File: config.mk
export PLATFORM = sky130hd
export DESIGN_NAME = router_ctrl
export DESIGN_NICKNAME = d
export VERILOG_FILES = /design/src/rtl/router_pkg.sv /design/src/rtl/router_fifo.sv /design/src/rtl/router_ctrl.sv
export SDC_FILE = /design/constraint.sdc
export NUM_CORES = 1
export LEC_CHECK = 0
export ABC_AREA = 1
export ABC_CLOCK_PERIOD_IN_PS = 3660
export BUFFER_PORTS_ARGS = -buffer_cell sky130_fd_sc_hd__buf_2
export CAP_MARGIN = 20
export CORE_MARGIN = 3
export CORE_UTILIZATION = 30
export DETAILED_ROUTE_END_ITERATION = 10
export MAX_ROUTING_LAYER = met4
export PLACE_DENSITY = 0.44
export RECOVER_POWER = 50
export SYNTH_ARGS = -nofsm -noshare
export SYNTH_HDL_FRONTEND = slang
export SYNTH_SLANG_ARGS = --single-unit
File: constraint.sdc
create_clock -name clock -period 3.66 [get_ports clock]
set_clock_uncertainty 0.05 [all_clocks]
set_input_delay 0.732 -clock clock [delete_from_list [all_inputs] [get_ports clock]]
set_output_delay 0.732 -clock clock [all_outputs]
set_load 0.05 [all_outputs]
File: src/rtl/router_pkg.sv
// Shared types and constants for the packet router controller.
package router_pkg;

  typedef logic [1:0] addr_t;

  localparam int    NUM_PORTS    = 3;
  localparam addr_t INVALID_ADDR = 2'd3;

  typedef enum logic [1:0] {IDLE, PAYLOAD, PARITY, DROP} state_e;

  typedef struct packed {
    logic [5:0] len;
    addr_t      addr;
  } hdr_t;

endpackage

File: src/rtl/router_fifo.sv
// First-word-fall-through byte FIFO with extra-bit pointers; one per destination.
module router_fifo #(
  parameter int DEPTH = 16
) (
  input  logic       clock,
  input  logic       reset,
  input  logic       wr_en,
  input  logic [7:0] wr_data,
  input  logic       rd_en,
  output logic [7:0] rd_data,
  output logic       full,
  output logic       empty
);

  localparam int AW = $clog2(DEPTH);
  localparam int PW = AW + 1;

  logic [7:0]    mem_q [DEPTH];
  logic [PW-1:0] wptr_q, wptr_d;
  logic [PW-1:0] rptr_q, rptr_d;
  logic [PW-1:0] count;
  logic          do_wr, do_rd;

  always_comb begin
    count   = wptr_q - rptr_q;
    full    = (count == PW'(DEPTH));
    empty   = (count == '0);
    do_wr   = wr_en && !full;
    do_rd   = rd_en && !empty;
    wptr_d  = wptr_q + PW'(do_wr);
    rptr_d  = rptr_q + PW'(do_rd);
    // Empty FIFO presents zero so the head reads 0 out of reset.
    rd_data = empty ? 8'h00 : mem_q[rptr_q[AW-1:0]];
  end

  always_ff @(posedge clock or negedge reset) begin
    if (!reset) begin
      wptr_q <= '0;
      rptr_q <= '0;
    end else begin
      wptr_q <= wptr_d;
      rptr_q <= rptr_d;
    end
  end

  always_ff @(posedge clock) begin
    if (do_wr) mem_q[wptr_q[AW-1:0]] <= wr_data;
  end

endmodule

File: src/rtl/router_ctrl.sv
// Header parser, parity checker and write steering for three destination FIFOs,
// with combinational backpressure toward a negedge-sampling sender.
module router_ctrl
  import router_pkg::*;
#(
  parameter int DEPTH = 16
) (
  input  logic       clock,
  input  logic       reset,
  input  logic       packet_valid,
  input  logic [7:0] data,
  output logic       err,
  output logic       suspend_data_in,
  output logic       vld_out_0,
  output logic       vld_out_1,
  output logic       vld_out_2,
  output logic [7:0] data_out_0,
  output logic [7:0] data_out_1,
  output logic [7:0] data_out_2,
  input  logic       read_enb_0,
  input  logic       read_enb_1,
  input  logic       read_enb_2
);

  state_e     state_q, state_d;
  addr_t      addr_q, addr_d;
  logic [5:0] cnt_q, cnt_d;
  logic [7:0] par_q, par_d;
  logic       err_q, err_d;

  logic [NUM_PORTS-1:0] wr_en, rd_en, full, empty;
  logic [7:0]           dout [NUM_PORTS];
  logic [3:0]           full_x;
  hdr_t                 hdr;
  addr_t                dst;
  logic                 accept, wr;

  assign hdr    = hdr_t'(data);
  assign rd_en  = {read_enb_2, read_enb_1, read_enb_0};
  // Address 3 maps to a permanently not-full slot so it never stalls the sender.
  assign full_x = {1'b0, full};

  for (genvar i = 0; i < NUM_PORTS; i++) begin : g_fifo
    router_fifo #(.DEPTH(DEPTH)) u_fifo (
      .clock   (clock),
      .reset   (reset),
      .wr_en   (wr_en[i]),
      .wr_data (data),
      .rd_en   (rd_en[i]),
      .rd_data (dout[i]),
      .full    (full[i]),
      .empty   (empty[i])
    );
  end

  always_comb begin
    state_d = state_q;
    addr_d  = addr_q;
    cnt_d   = cnt_q;
    par_d   = par_q;
    err_d   = 1'b0;
    wr      = 1'b0;
    dst     = (state_q == IDLE) ? hdr.addr : addr_q;
    suspend_data_in = packet_valid && (state_q != DROP) && full_x[dst];
    accept  = packet_valid && !suspend_data_in;

    case (state_q)
      IDLE: begin
        if (accept) begin
          if (hdr.addr != INVALID_ADDR && hdr.len != '0) begin
            addr_d  = hdr.addr;
            cnt_d   = hdr.len;
            par_d   = data;
            wr      = 1'b1;
            state_d = PAYLOAD;
          end else begin
            err_d   = 1'b1;
            state_d = DROP;
          end
        end
      end
      PAYLOAD: begin
        if (!packet_valid) begin
          err_d   = 1'b1;
          state_d = IDLE;
        end else if (accept) begin
          wr    = 1'b1;
          par_d = par_q ^ data;
          cnt_d = cnt_q - 6'd1;
          if (cnt_q == 6'd1) state_d = PARITY;
        end
      end
      PARITY: begin
        if (!packet_valid) begin
          err_d   = 1'b1;
          state_d = IDLE;
        end else if (accept) begin
          wr      = 1'b1;
          err_d   = (data != par_q);
          state_d = IDLE;
        end
      end
      DROP: begin
        if (!packet_valid) state_d = IDLE;
      end
      default: state_d = IDLE;
    endcase

    for (int i = 0; i < NUM_PORTS; i++) wr_en[i] = wr && (dst == addr_t'(i));
  end

  always_ff @(posedge clock or negedge reset) begin
    if (!reset) begin
      state_q <= IDLE;
      addr_q  <= '0;
      cnt_q   <= '0;
      par_q   <= '0;
      err_q   <= 1'b0;
    end else begin
      state_q <= state_d;
      addr_q  <= addr_d;
      cnt_q   <= cnt_d;
      par_q   <= par_d;
      err_q   <= err_d;
    end
  end

  assign err        = err_q;
  assign vld_out_0  = !empty[0];
  assign vld_out_1  = !empty[1];
  assign vld_out_2  = !empty[2];
  assign data_out_0 = dout[0];
  assign data_out_1 = dout[1];
  assign data_out_2 = dout[2];

endmodule

Word level (Yosys, flattened, before mapping)

Memories as Yosys holds them, arrays and structs flattened.
Index checks and enable logic that the tools add are counted.

Logic and storage cells: 119
Input port bits: 14
Memories: 3
RAM bits: 384
Bits in registers: 49
Output and inout bits: 29

Memory list:

| name                   | words | bits a word | rd ports | clocked after Yosys merged registers in | wr ports | RTL line          | source |
|---|---|---|---|---|---|---|---|
| g_fifo[0].u_fifo.mem_q | 16    | 8           | 1        | 0                                       | 1        | router_fifo.sv:18 | `logic [7:0] mem_q [DEPTH];` |
| g_fifo[1].u_fifo.mem_q | 16    | 8           | 1        | 0                                       | 1        | router_fifo.sv:18 |  |
| g_fifo[2].u_fifo.mem_q | 16    | 8           | 1        | 0                                       | 1        | router_fifo.sv:18 |  |

Bitwise operators: 1
Magnitude comparators: 1
Reduce and logical (&&, ||, !) cells: 31
$add $sub $neg: 10
Equal/unequal tests: 20
Muxes and demuxes: 42

Operators by type and width:

| kind                                             | number |
|---|---|
| two-way mux 8 bit                                | 7 |
| adder 5 x 1 -> 5 bit                             | 6 |
| two-way mux 6 bit                                | 4 |
| two-way mux 2 bit                                | 9 |
| two-way mux 1 bit                                | 16 |
| case mux 8 bit (2 select lines)                  | 1 |
| == test 5 bit, second input constant             | 3 |
| zero test 5 bit                                  | 3 |
| subtractor 5 bit                                 | 3 |
| logical AND 1 bit                                | 13 |
| inequality test 2 bit, second input constant     | 6 |
| case mux 6 bit (2 select lines)                  | 1 |
| AND reduction 5 bit                              | 2 |
| inequality test 3 bit, second input constant     | 3 |
| inequality test 8 bit                            | 1 |
| case mux 2 bit (4 select lines)                  | 1 |
| XOR 8 bit                                        | 1 |
| zero test 1 bit                                  | 7 |
| == test 2 bit, second input constant             | 3 |
| == test 6 x 1 -> 1 bit, second input constant    | 1 |
| nonzero test 6 bit                               | 1 |
| subtractor 6 x 1 -> 6 bit, second input constant | 1 |
| == test 2 x 1 -> 1 bit, second input constant    | 2 |
| zero test 2 bit                                  | 2 |
| other kinds (8)                                  | 8 |

Logic depth before layout (Yosys ltp)

Gate-level depths: netlist of run 1.

Depth in word-level cells: 14
Mapped depth: 21
Gate-level depth less buffers: 20

Cells and area by module

Synthesis of run 1 repeated with hierarchy kept, for this count alone.

Cell total of the unflattened synthesis: 1875
Area total of the unflattened synthesis: 19329.8 um2

By module, submodules not included:

| module                             | times used | sequential area each (um2) | cells an instance | area each (um2) |
|---|---|---|---|---|
| router_fifo (g_fifo[0].u_fifo ...) | 2          | 4093.9                     | 550               | 5936.9 |
| router_fifo (g_fifo[2].u_fifo)     | 1          | 4093.9                     | 552               | 5952.0 |
| router_ctrl                        | 1          | 475.5                      | 223               | 1503.9 |

Least setup slack after synthesis of run 1

Ideal clock, no wire load.

Kind: register -> output
From: register g_fifo[0].u_fifo.rptr_q[1]
To: output data_out_0[7]
Buffers on the path: 2
Required time: 2878 ps
Setup slack: -832 ps
Cell stages (with the launch flop): 14
Data arrival time: 3710 ps
Path through: dfrtp_1 -> clkinv_1 -> clkbuf_1 -> clkbuf_1 -> ha_1 -> nand2_1 -> nand2_1 -> nand2_1 -> nand3_1 -> nand2_1 -> inv_1 -> nand2_1 -> clkinv_1 -> a211oi_1

Longest elaborated chain between the ends: 3
Elaborated cells between the ends (all ways): 4
Classes of those cells: 1 x add/sub; 1 x mux; 1 x reduce/logical; 1 x memory

Ends and longest elaborated chain:

| what                     | RTL line          | source |
|---|---|---|
| start: declaration       | router_fifo.sv:20 | `logic [PW-1:0] rptr_q, rptr_d;` |
| start signal: assignment | router_fifo.sv:42 | `rptr_q <= rptr_d;` |
| subtractor 5 bit         | router_fifo.sv:25 | `count = wptr_q - rptr_q;` |
| zero test 5 bit          | router_fifo.sv:27 | `empty = (count == '0);` |
| two-way mux 8 bit *      | router_fifo.sv:33 | `rd_data = empty ? 8'h00 : mem_q[rptr_q[AW-1:0]];` |
| end: declaration         | router_ctrl.sv:17 | `output logic [7:0] data_out_0,` |

Every way passes the cells marked *; elsewhere a longest branch is shown, timed or not.

Worst setup path in the final report of run 1

From: register g_fifo[2].u_fifo.rptr_q[3]
To: output data_out_2[6]

Longest elaborated chain between the ends: 3
Elaborated cells between the ends (all ways): 4
Classes of those cells: 1 x add/sub; 1 x mux; 1 x reduce/logical; 1 x memory

Ends and longest elaborated chain:

| what                     | RTL line          | source |
|---|---|---|
| start: declaration       | router_fifo.sv:20 |  |
| start signal: assignment | router_fifo.sv:42 |  |
| subtractor 5 bit         | router_fifo.sv:25 |  |
| zero test 5 bit          | router_fifo.sv:27 |  |
| two-way mux 8 bit *      | router_fifo.sv:33 |  |
| end: declaration         | router_ctrl.sv:19 | `output logic [7:0] data_out_2,` |

Marks and branches as above.

==> results.cfg, run 1 <==
[synth]
synth-edff-count = 384
syn-num-nets = 1578
synth_cell_types = 39
synthTopCellsByArea = edfxtp_1 63%, nand2_1 7.0%, dfrtp_1 6.7%, a21oi_1 4.2%, o21ai_0 2.3%
seq_area_frac_synth_pct = 69.4
yosys_register_bits = 433
syn_area_per_cell_um2 = 12.0
synthDominantCellAreaShare_pct = 62.7
synth_flop_cell = edfxtp_1
ys_async_sr_fraction_pct = 11.3
synthesis.area_um2 = 18400
yosysMostFrequentCell = edfxtp_1
synth-warning-count = 0
synth_commonest_cells = 384 x edfxtp_1, 341 x nand2_1, 154 x a21oi_1
synth_cells = 1534
yosys.area.top_type = edfxtp_1

[power]
peakVddDrop_v = 0.000494
powerDensity_nw_per_um2 = 888
power_mw = 19.5
p_leak_nw = 8.17

[clocking]
clk_pin_slew_ns = 0.06
cts_tree = built
root_buffer = clkbuf_16
insertion_delay_ns = 0.58
cts_buffers = 49
htree_num_levels = 2
cts_buffer_depth = 3
cts_num_sinks = 433
ctsHoldBuffers = 0

[timing]
worst_pin_slew_ns = 2.77
setup_violations = 0
min_period_over_period_pct = 96.2
rsz0062_at_grt = no
maxSlewViolCount = 178
fin_crit_ns = 3.52
hold_violations = 0
fmax_mhz = 284
tns_ns = 0
relSlewSlack_pct = -84.8
setup_ws_ns = 0.138

[min_path]
hold_depth = 1
hold_class = reg2reg

[grt]
track_usage_pct = 15.4
grt_pass1_vias = 11700
grt_max_degree = 78
grt_antenna_before_repair = 4
grt_pass1_wl_um = 73000
grt.overflow.total = 0

[critical_path]
path_class = reg2out
cp_cell_sequence = inv_2, ha_1, a21oi_1, nand3_1, nand2_1, inv_1, nand2_1, inv_1, a211oi_1, buf_4
max_stage_delay_ns = 0.41
reg2reg_depth = 16
cp_num_cells = 10
path_delay_family = buffers and inverters
cp.required_ns = 2.88
ff2ff_setup_slack_ns = 0.40
cp_num_buf_inv = 4
crit_fanout = 10
slowest_stage = dfrtp_1
setup.worst_path.end_class = output port
critPathLaunchType = flip-flop
worstPathArrival_ns = 2.74

[placement]
dp_hpwl_um = 28600
port-buffer-count = 42
finalWeightedCongestion = 0.774
dpl_cell_area_um2 = 20200
dp_slack_ns = 0.338

[floorplan]
dieWidth_um = 254
ioPinCount = 43
start_util_pct = 30.4
die_y_um = 254
die_area_um2 = 64300
core_area_um2 = 60500
rows = 90

[cells_and_area]
fin_util_pct = 36.4
nNetsFinal = 1692
fillCellCount = 5770
syn_to_final_growth_pct = 19.6
final_area_um2 = 22000
drive_above_1_share_pct = 15.0

[routing]
drc = 0
drtPass1Iterations = 5
vias = 11700
wirelength_um = 48200
drtIter0Drc = 874
via_per_inst = 4.76
drtAntennaViolNets = 0
avgRoutedWirePerCell_um = 19.5

[run_status]
outcome = finished, violations left
violations = capacitance limit, slew limit

[job]
maxCapViolCount = 4
## layout make-up
type                       count  area (um^2)  area share, %
sequential                   433        12800           58.0
multi-input combinational    929         5200           23.6
clock buffer                  53         1280           5.83
tap                          782          978           4.45
timing repair buffer         130          960           4.36
inverter                     104          410           1.87
clock inverter                36          392           1.78
timing repair inverter         1         6.26         0.0284
antenna                        1         2.50         0.0114
## through the flow
step                      hold slack (ns)  instances
after floorplan                     0.386       1534
after global placement              0.423       2377
after detailed placement            0.429       2377
after CTS                           0.128       2466
after global routing                0.460       2469
final                               0.438       2469
## sequential cells by signal, summed over array words and instances (netlist names)
| signal | flops |
|---|---|
| addr_q | 2 |
| cnt_q | 6 |
| err | 1 |
| g_fifo.u_fifo.mem_q | 384 |
| g_fifo.u_fifo.rptr_q | 15 |
| g_fifo.u_fifo.wptr_q | 15 |
| par_q | 8 |
| state_q | 2 |
## metal layers
| layer | part of all wire [%] | track usage (%) |
|---|---|---|
| met1 | 45 | 20.3 |
| met2 | 48 | 25.0 |
| met3 | 3.8 | 2.09 |
| met4 | 2.3 | 4.51 |
| met5 | 0 | - |
## logic make-up (layout without fill, tap and decap cells)
logic type / Yosys count / after routing / share of synthesized area (%)
buffers and inverters: 172 / 324 / 3.61
multiplexers: 32 / 32 / 1.81
adder cells (fa/ha/maj): 30 / 30 / 2.04
other: 0 / 1 / 0
AO/OA/AOI/OAI: 340 / 340 / 10.9
AND/OR/NAND/NOR: 496 / 496 / 10.8
flip-flops: 433 / 433 / 69.4
XOR/XNOR: 31 / 31 / 1.48
## repair_timing
action	4_1_cts	5_1_grt
pin swaps	0	0
buffers inserted	0	0
endpoints found under the setup margin	16	18
resized for setup	18	34
cloned	0	2
## path summary, 6_finish.rpt
kind / start / to
worst max-delay path: g_fifo[2].u_fifo.rptr_q[3] / data_out_2[6]
worst min register to register: g_fifo[1].u_fifo.wptr_q[4] / g_fifo[1].u_fifo.wptr_q[4]
worst min-delay path: g_fifo[1].u_fifo.wptr_q[4] / g_fifo[1].u_fifo.wptr_q[4]
max in group asynchronous: reset / g_fifo[1].u_fifo.rptr_q[0]
worst max register to register: g_fifo[1].u_fifo.rptr_q[3] / g_fifo[1].u_fifo.mem_q[7][5]
min in group asynchronous: reset / g_fifo[2].u_fifo.wptr_q[4]
## placed cells by master, fill, tap and decap left out, types with 37 or more instances in the layout
cell       Yosys  layout
dfrtp_1       49      45
buf_4          1      79
nor2_1        83      81
nand2_1      341     338
a22oi_1       37      37
edfxtp_1     384     384
clkbuf_16      0      51
a21oi_1      154     153
inv_1         92      92
o21ai_0       84      84
nand3_1       47      47
## power by group
part           total (mW)  switching, mW  internal (mW)  leakage [nW]
sequential           6.09          0.304           5.78          4.03
combinational        8.37           5.74           2.63          3.31
clock                5.08           1.99           3.09         0.817
total                19.5           8.03           11.5          8.17
(Power assumes the default switching activity.)
==> run 2: changes to the inputs <==
--- a/config.mk
+++ b/config.mk
@@ -10,10 +10,10 @@
 export BUFFER_PORTS_ARGS = -buffer_cell sky130_fd_sc_hd__buf_2
 export CAP_MARGIN = 20
 export CORE_MARGIN = 3
-export CORE_UTILIZATION = 30
+export CORE_UTILIZATION = 39
 export DETAILED_ROUTE_END_ITERATION = 10
 export MAX_ROUTING_LAYER = met4
-export PLACE_DENSITY = 0.44
+export PLACE_DENSITY = 0.54
 export RECOVER_POWER = 50
 export SYNTH_ARGS = -nofsm -noshare
 export SYNTH_HDL_FRONTEND = slang
==> results.cfg, run 2 (synthesis gave the netlist of run 1 again) <==
[critical_path]
worstPathArrival_ns = 2.75
cp.required_ns = 2.88
slowest_stage = dfrtp_4
cp_num_buf_inv = 2
critPathLaunchType = flip-flop
path_delay_family = compound AO/OA/AOI/OAI gates
cp_cell_sequence = buf_16, mux2_2, o21ai_0, o21ai_0, a31oi_2, nor3_4, buf_2
cp_common_cell = o21ai_0
max_stage_delay_ns = 0.45
crit_fanout = 48
path_class = reg2out
setup.worst_path.end_class = output port

[routing]
wirelength_um = 45900
drtAntennaViolNets = 0
maxUsedRoutingLayer = met4
drc = 0
wl_met2_um = 21600
drtPass1Iterations = 5
wl_met1_um = 21100
wl_met3_um = 2130
vias = 12000
via_per_inst = 5.27
avgRoutedWirePerCell_um = 20.1
drtIter0Drc = 1054

[floorplan]
dieWidth_um = 223
rows = 78
core_area_um2 = 46000
die_y_um = 223
ioPinCount = 43
start_util_pct = 40.0
die_area_um2 = 49800

[cells_and_area]
final_cells = 2282
n_antenna_cell = 0
layout_commonest_cell = edfxtp_1
multi_input_area_um2 = 5250
fillCellCount = 4126
final_cell_mix = 384 x edfxtp_1, 338 x nand2_1, 153 x a21oi_1
nNetsFinal = 1687
syn_to_final_growth_pct = 17.4
seqCellArea_um2 = 12800
drive_above_1_share_pct = 14.6
largest_reg_flops = 384
final_area_um2 = 21600

[timing]
rsz0062_at_grt = yes
setup_violations = 0
maxSlewViolCount = 304
tns_ns = 0
fmax_mhz = 283
setup_ws_ns = 0.123
worst_pin_slew_ns = 2.74
min_period_over_period_pct = 96.6
fin_crit_ns = 3.54
hold_violations = 0
relSlewSlack_pct = -82.4

[placement]
port-buffer-count = 42
dp.cells = 2191
finalWeightedCongestion = 0.832
dpl_cell_area_um2 = 19900
dp_slack_ns = 0.326
dp_hpwl_um = 28100

[clocking]
clk_pin_slew_ns = 0.06
cts_buffer_depth = 3
ctsHoldBuffers = 0
cts_tree = built
cts_buffers = 47
htree_num_levels = 2
insertion_delay_ns = 0.58
cts_num_sinks = 433
root_buffer = clkbuf_16

[grt]
grt_pass1_wl_um = 71300
grt.overflow.total = 0
grt_antenna_before_repair = 2
grt_pass1_vias = 11900
grt_max_degree = 53
track_usage_pct = 19.0

[power]
pwr-share-seq_pct = 31.5
intPower_mw = 11.2
peakVddDrop_v = 0.000747
p_clk_share_pct = 23.8
p_leak_nw = 8.05
swShare_pct = 41.9
power_frac_comb_pct = 44.6
powerDensity_nw_per_um2 = 890
p_switching_mw = 8.04

[run_status]
outcome = finished, violations left
violations = capacitance limit, slew limit

[min_path]
hold_class = reg2reg

[job]
maxCapViolCount = 7
[run 2: worst min-delay path, stage by stage (launching register included)]
cell and delay [ns]:
dfrtp_1 0.35, nand2_1 0.06, nand2_1 0.05
[run 2: final cells by class]
cell class	count	area share, %
flip-flops and latches	433	59.1
repair inverters	1	0.0290
clock inverters	24	0.927
repair buffers	127	4.29
clock buffers	64	5.93
multi-input cells	929	24.3
well taps	600	3.48
inverters	104	1.91
[run 2: final timing paths]
| check | start | endpoint | slack (ns) | cells after the start |
|---|---|---|---|---|
| worst min register to register | par_q[3] | par_q[3] | 0.44 | 2 |
| worst max-delay path | g_fifo[0].u_fifo.rptr_q[0] | data_out_0[0] | 0.12 | 7 |
| worst max register to register | g_fifo[0].u_fifo.wptr_q[1] | g_fifo[1].u_fifo.mem_q[2][0] | 0.35 | 16 |
| min in group asynchronous | reset | g_fifo[2].u_fifo.rptr_q[4] | 0.54 | 1 |
| worst min-delay path | par_q[3] | par_q[3] | 0.44 | 2 |
| max in group asynchronous | reset | g_fifo[1].u_fifo.rptr_q[0] | 1.43 | 2 |
[run 2: per-stage QoR]
stage	power, mW	hold slack (ns)	util [%]
finish	19.2	0.439	47.0
global route	20.4	0.462	47.0
CTS	19.1	0.140	46.8
detailed placement	14.3	0.430	43.3
global placement	14.3	0.425	43.3
floorplan	12.0	0.386	-
[run 2: routing by layer]
metal	vias up	track usage [%]
met5	-	-
met4	0	5.31
met3	76	2.58
met2	289	29.6
met1	5949	26.4
li1	5719	-
[run 2: what timing repair did]
item                       in CTS  in global routing
setup buffers                   1                  0
cloned                          2                  0
resized for setup              19                 42
setup endpoints to repair      21                 21
[run 2: power by group through the flow]
stage,registers [mW],clock network (mW),logic [mW]
final,6.06,4.58,8.57
after global routing,6.11,4.88,9.37
after CTS,6.04,4.68,8.38
after detailed placement,6.15,0,8.16
after global placement,6.13,0,8.12
after floorplan,6.11,0,5.88
